<file path="src/rtl/scs8hd_a21oi_pipe.sv">
// scs8hd_a21oi_pipe: WIDTH-lane AOI21/AO21/OAI21/OA21 function block behind a
// STAGES-deep valid/ready pipeline. The function is evaluated as a transaction
// enters slot 0, so every slot only carries a WIDTH-bit result. Bubbles collapse:
// a slot refills whenever it is empty or its occupant is moving on.
module scs8hd_a21oi_pipe #(
  parameter int WIDTH  = 4,
  parameter int STAGES = 2
) (
  input  logic             CLK,
  input  logic             RESET,
  input  logic [WIDTH-1:0] A1,
  input  logic [WIDTH-1:0] A2,
  input  logic [WIDTH-1:0] B1,
  input  logic [1:0]       MODE,
  input  logic             IN_VALID,
  output logic             IN_READY,
  output logic [WIDTH-1:0] Y,
  output logic             OUT_VALID,
  input  logic             OUT_READY
);

  logic [STAGES-1:0] r_vld;
  logic [WIDTH-1:0]  r_dat [STAGES];

  logic [STAGES-1:0] w_free;
  logic [WIDTH-1:0]  w_and_or;
  logic [WIDTH-1:0]  w_or_and;
  logic [WIDTH-1:0]  w_fn;

  assign w_and_or = (A1 & A2) | B1;
  assign w_or_and = (A1 | A2) & B1;

  // Select the lane function; MODE[0]=0 selects the inverting variant.
  always_comb begin
    w_fn = '0;
    case (MODE)
      2'b00:   w_fn = ~w_and_or;
      2'b01:   w_fn = w_and_or;
      2'b10:   w_fn = ~w_or_and;
      default: w_fn = w_or_and;
    endcase
  end

  // Slot k can take new content if it, or any slot downstream of it, is empty,
  // or the output is being consumed; computed as a suffix-OR to avoid a
  // bit-to-bit feedback chain on a single vector.
  always_comb begin
    logic w_acc;
    w_free = '0;
    w_acc  = OUT_READY;
    for (int k = STAGES - 1; k >= 0; k--) begin
      w_acc     = w_acc | ~r_vld[k];
      w_free[k] = w_acc;
    end
  end

  assign IN_READY  = ~RESET & w_free[0];
  assign OUT_VALID = r_vld[STAGES-1];
  assign Y         = r_dat[STAGES-1];

  // Pipeline advance; data registers only load on valid content so that
  // undriven operands offered with IN_VALID=0 never reach Y.
  always_ff @(posedge CLK) begin
    if (RESET) begin
      r_vld <= '0;
      for (int k = 0; k < STAGES; k++) begin
        r_dat[k] <= '0;
      end
    end else begin
      if (w_free[0]) begin
        r_vld[0] <= IN_VALID;
        if (IN_VALID) begin
          r_dat[0] <= w_fn;
        end
      end
      for (int k = 1; k < STAGES; k++) begin
        if (w_free[k]) begin
          r_vld[k] <= r_vld[k-1];
          if (r_vld[k-1]) begin
            r_dat[k] <= r_dat[k-1];
          end
        end
      end
    end
  end

endmodule

</file>
<file path="config.mk">
export PLATFORM = sky130hd
export DESIGN_NAME = scs8hd_a21oi_pipe
export DESIGN_NICKNAME = d
export VERILOG_FILES = /design/src/rtl/scs8hd_a21oi_pipe.sv
export SDC_FILE = /design/constraint.sdc
export NUM_CORES = 1
export LEC_CHECK = 0
export CELL_PAD_IN_SITES_DETAIL_PLACEMENT = 0
export CELL_PAD_IN_SITES_GLOBAL_PLACEMENT = 1
export CORE_MARGIN = 2
export CORE_UTILIZATION = 28
export DETAILED_ROUTE_END_ITERATION = 8
export MAX_ROUTING_LAYER = met4
export PLACE_DENSITY = 0.78
export SETUP_SLACK_MARGIN = 0.15
export SLEW_MARGIN = 15
export SYNTH_ARGS = -nofsm -noshare
export SYNTH_HDL_FRONTEND = slang
export SYNTH_SLANG_ARGS = --single-unit
export TNS_END_PERCENT = 50
</file>
<file path="constraint.sdc">
create_clock -name CLK -period 1.7 [get_ports CLK]
set_clock_uncertainty 0.2 [all_clocks]
set_input_delay 0.425 -clock CLK [delete_from_list [all_inputs] [get_ports CLK]]
set_output_delay 0.425 -clock CLK [all_outputs]
set_load 0.005 [all_outputs]
</file>
; ---- Word level (Yosys, flattened, before mapping)
; Memory sizes are Yosys's and may differ from the RTL's.
; Index checks and enable logic that the tools add are counted.
; W data, S select, Z words.
[classes]
n_eq_ne = 2
mux = 13
bitwise = 14
reduce_logical = 1
[ops]
columns = cell, n
row1 = $pmux W4 S3, 1
row2 = $mux W1, 10
row3 = $and A4 B4 Y4, 2
row4 = $mux W4, 2
row5 = $not A4 Y4, 2
row6 = $or A4 B4 Y4, 2
row7 = $or A1 B1 Y1, 4
row8 = $not A1 Y1, 3
row9 = $eq A2 B1 Y1 const B, 1
row10 = $eq A2 B2 Y1 const B, 1
row11 = $logic_not A2 Y1, 1
row12 = $and A1 B1 Y1, 1
[word_totals]
ff_bits = 2
mem_bits_rw = 8
out_inout_bits = 6
word_cells = 33
mem_count = 1
[mem_list]
columns = name, words, width, rd, rd_ports_with_merged_regs, wr, line
row1 = r_dat, 2, 4, 2, 0, 2, 23  ; logic [WIDTH-1:0] r_dat [STAGES];

; ---- Longest topological paths before layout
[logic_depth]
ltp_word = 7
depth_mapped = 4

; ---- Worst setup path before layout
; No wires, ideal clock.
[synth_path]
kind = input to register
from = in OUT_READY
to = mem r_dat[0][0], data pin
setup_ns = 0.145
t_arrival_ns = 1.145
required_ns = 1.355
path_slack_ns = 0.211
cell_stages = 4
cell_sequence = and3b_1 -> a211oi_4 -> nand2b_2 -> o21ai_1
[synth_lines]
columns = element, line
row1 = "start, declared", 19  ; input logic OUT_READY
row2 = "end, declared", 23

; ---- Final worst setup path
[layout_path]
from = reg r_vld[0]
to = out IN_READY
[layout_between]
elab_chain_cells = 3
[layout_lines]
columns = element, line
row1 = "start, declared", 22  ; logic [STAGES-1:0] r_vld;
row2 = "start signal, assigned by index", 78  ; r_vld[k] <= r_vld[k-1];
row3 = $not A1 Y1, 52  ; w_acc = w_acc | ~r_vld[k];
row4 = $or A1 B1 Y1, 52
row5 = $and A1 B1 Y1, 57  ; assign IN_READY = ~RESET & w_free[0];
row6 = "end, declared", 16  ; output logic IN_READY,
; No other way between the ends.

==> flow_results.org <==
** Placement
- Area of placed instances :: 813 µm²
- The HPWL after detailed placement is 775 µm.
- Placement-stage worst setup slack :: -596 ps
- The congestion estimate from routability-driven global placement came to 0.701.
- Port Buf Inserts :: 23
- Post-Place Cells :: 103

** Synth
- For this run, the register share of the synthesized area comes to 0.530.
- The mapped netlist covers 529 µm².
- Synthesis produced 52 cells.
- Yosys mapped the design onto 18 distinct sky130hd cell types.
- Synth Warn # :: 0
- A synthesized cell averages 10.2 µm².
- The synthesized design contains 10 register bits.
- Synthesis produced a netlist with a net count of 70.

** Floorplanning
- Number of placement rows :: 15
- Die W :: 47.5 µm
- The floorplan step defined a die boundary enclosing 2250 µm².
- From bottom edge to top edge, the die measures 47.5 µm.
- After floorplanning, the core was sized to cover 1750 µm².
- Starting density of the core :: 0.303
- In this run the count of I/O pins placed on the die edge is 24.

** Setup path
- Startpoint types :: flip-flop
- CP max stage delay :: 310 ps
- The worst register-to-register path begins at r_vld[0]$_SDFFE_PP0P_.
- In this run the worst path has a maximum fanout of 2.
- The critical path is of the reg -> out type.
- Critical-path cell with the highest stage delay :: sky130_fd_sc_hd__dfxtp_1
- Following the worst setup path forward leads to its endpoint at IN_READY.
- R2R depth :: 6
- In this run the worst setup path begins at r_vld[0]$_SDFFE_PP0P_.
- The worst setup path is captured at a primary output.
- Critical register-to-register path endpoint :: r_dat[0][1]$_SDFFCE_PN0P_
- Data on the critical path is required at its endpoint by 1070 ps.
- Data arrives at the worst endpoint at 970 ps.
- Slack of the worst reg-to-reg path :: 180 ps
- List of cells traversed by the critical path :: and3b_2 > nor2_2 > buf_2

** Timing
- Fin crit share :: 0.938
- Setup violations remaining at the end of the flow were counted as 0.
- In this run the tightest slew margin relative to its limit is 0.854.
- RSZ-0062 raised after global routing :: yes
- Minimum setup slack in the final design :: 106 ps
- Counting I/O delays and the setup requirement, the final critical path takes 1590 ps.
- Derived from the worst setup path, the maximum achievable clock frequency is 627 MHz.
- Final number of hold-violating endpoints :: 0
- Summed over all failing endpoints, the final setup total negative slack is 0 ps.
- At the pin with the least slew margin, the transition time is 220 ps.
- The count of pins over their slew limit came to 0.

** CTS
- After clock tree synthesis, the clock-pin slew on the worst setup and hold paths is 60 ps.
- No sink is reached through more buffers than the 2 on the longest clock path.
- Latest clock arrival within the worst-skew pair :: 260 ps
- TritonCTS built the clock tree.
- The tree is rooted in a sky130_fd_sc_hd__clkbuf_4.
- Counting every sink on the clock net gives 10.
- Number of buffers inserted by hold repair at cts :: 0
- The number of clock buffers added by TritonCTS is 3.
- In this run the number of H-tree levels came out at 1.

** Layout
- In the final layout, the multi-input gates occupy 216 µm².
- Count of inserted antenna diode cells :: 0
- Net total in the final layout :: 103
- FF+latch area :: 282 µm²
- Fraction of final layout cells with drive strength greater than 1 :: 0.250
- Area Growth Syn to Fin :: 62.2%
- Fill cells in the final layout number 169.
- Summing all non-filler instances in the final layout gives an area of 858 µm².
- Non-filler cells in the finished layout :: 109

** Worst hold path
- Hold Crit Class :: in -> reg

** Job
- Max-cap violations in this run came to 0.

** Global route
- The via count of the first global-routing pass came to 417.
- GR Util All Layers :: 0.109
- The total overflow left after global routing is 0.
- The first global-routing pass estimated 1.53 mm of wire.
- Initial antenna violation count :: 0
- Maximum number of pins on one net before global-route repair :: 7

** Routing
- Residual antenna-violating net count after detailed routing :: 0
- Via count :: 469
- Remaining DRCs :: 0
- First-pass iteration count of the detailed router :: 4
- Dividing the detail-routed wire length by the instance count gives 8.79 µm.
- Wire length reported by the detailed router :: 958 µm
- DR vias/cell :: 4.30
- In this run, the number of DRC markers left after iteration 0 of detailed routing was 7.

** Power and ir drop
- Dividing total power by cell area gives a power density of 666 nW/µm².
- The analysis attributes to cell leakage a power of 0.370 nW.
- The worst-case IR drop observed on VDD is 261 µV.

** Status
- Status :: completed
## cell families (layout without fill, tap and decap cells)
logic type / Yosys count / after routing / synth area share
compound gates: 19 / 19 / 0.217
mux: 1 / 1 / 0.0189
buf+inv: 8 / 40 / 0.0851
flops: 10 / 10 / 0.530
simple gates: 14 / 14 / 0.149
## Yosys cell counts
master	number	area share
sky130_fd_sc_hd__and3b_1	1	0.017
sky130_fd_sc_hd__edfxtp_1	8	0.45
sky130_fd_sc_hd__a21oi_1	9	0.085
sky130_fd_sc_hd__o21ai_0	4	0.038
sky130_fd_sc_hd__nand2_1	1	0.0071
sky130_fd_sc_hd__buf_4	4	0.057
sky130_fd_sc_hd__a21o_1	1	0.014
sky130_fd_sc_hd__inv_1	4	0.028
sky130_fd_sc_hd__and2_1	4	0.047
sky130_fd_sc_hd__nand2b_1	1	0.012
sky130_fd_sc_hd__dfxtp_1	2	0.076
sky130_fd_sc_hd__o21ai_1	3	0.028
sky130_fd_sc_hd__nand2b_2	1	0.017
sky130_fd_sc_hd__nor2_1	3	0.021
sky130_fd_sc_hd__nand3_1	3	0.028
sky130_fd_sc_hd__a211oi_4	1	0.038
sky130_fd_sc_hd__mux2i_1	1	0.019
sky130_fd_sc_hd__o21bai_1	1	0.014
## layout make-up
type                    count  area share
clock buffers               3      0.0262
clock inverters             1     0.00437
inverters                   4      0.0175
multi-input cells          34       0.252
flip-flops and latches     10       0.328
well taps                  25      0.0364
repair buffers             32       0.335
## per-layer routing
metal,wire length [µm],vias to the layer above,track usage
li1,-,247,-
met1,358,196,0.0894
met2,487,22,0.186
met3,69,4,0.0264
met4,43,0,0.117
met5,0,-,-
## placed cells by master (no fill, tap or decap), types with 2 or more instances in the layout
master                            Yosys  routed
sky130_fd_sc_hd__buf_6                0       3
sky130_fd_sc_hd__edfxtp_1             8       8
sky130_fd_sc_hd__dlygate4sd2_1        0       7
sky130_fd_sc_hd__o21ai_0              4       4
sky130_fd_sc_hd__and2_1               4       4
sky130_fd_sc_hd__clkbuf_4             0       3
sky130_fd_sc_hd__nor2_1               3       2
sky130_fd_sc_hd__inv_1                4       3
sky130_fd_sc_hd__buf_2                0       3
sky130_fd_sc_hd__clkdlybuf4s50_1      0      14
sky130_fd_sc_hd__a21oi_1              9       9
sky130_fd_sc_hd__o21ai_1              3       2
sky130_fd_sc_hd__buf_4                4       5
sky130_fd_sc_hd__nand3_1              3       3
## critical path: cells and delay by family, from the launching register on
kind / cells / cell delay [ps]
buffers and inverters: 1 / 110
flip-flops: 1 / 310
AND/OR/NAND/NOR: 2 / 300
## report_power, final
part	internal (mW)	total, mW	switching, mW
clock	0.0844	0.158	0.0740
combinational	0.0758	0.123	0.0472
sequential	0.287	0.291	0.00395
total	0.447	0.572	0.125
## flip-flops by register name, summed over array words and instances, names as in the netlist
signal  flops
r_dat       8
r_vld       2
## stage by stage
step / power [mW] / util / hold WS, ps
2_1_floorplan: 0.346 / - / 292
3_5_place_dp: 0.421 / 0.466 / 308
5_1_grt: 0.606 / 0.492 / 301
3_3_place_gp: 0.417 / 0.466 / 301
4_1_cts: 0.576 / 0.484 / 266
6_report: 0.572 / 0.492 / 295
## worst min-delay path by stage
stage                                   start                        end  cells after the start
CTS                                 OUT_READY      r_vld[1]$_SDFFE_PP0P_                      3
finish                              OUT_READY      r_vld[1]$_SDFFE_PP0P_                      3
detailed placement  r_dat[0][3]$_SDFFCE_PN0P_  r_dat[0][7]$_SDFFCE_PN0P_                      1
global route                        OUT_READY      r_vld[1]$_SDFFE_PP0P_                      3
global placement    r_dat[0][3]$_SDFFCE_PN0P_  r_dat[0][7]$_SDFFCE_PN0P_                      1
floorplan               r_vld[1]$_SDFFE_PP0P_      r_vld[1]$_SDFFE_PP0P_                      2
## timing repair
action                     CTS  global route
gates resized for setup     21             2
buffers inserted             0             1
setup endpoints to repair   18             7
pin swaps                    3             2
gates cloned                 1             0
No activity file was read; power rests on OpenSTA's default activity.
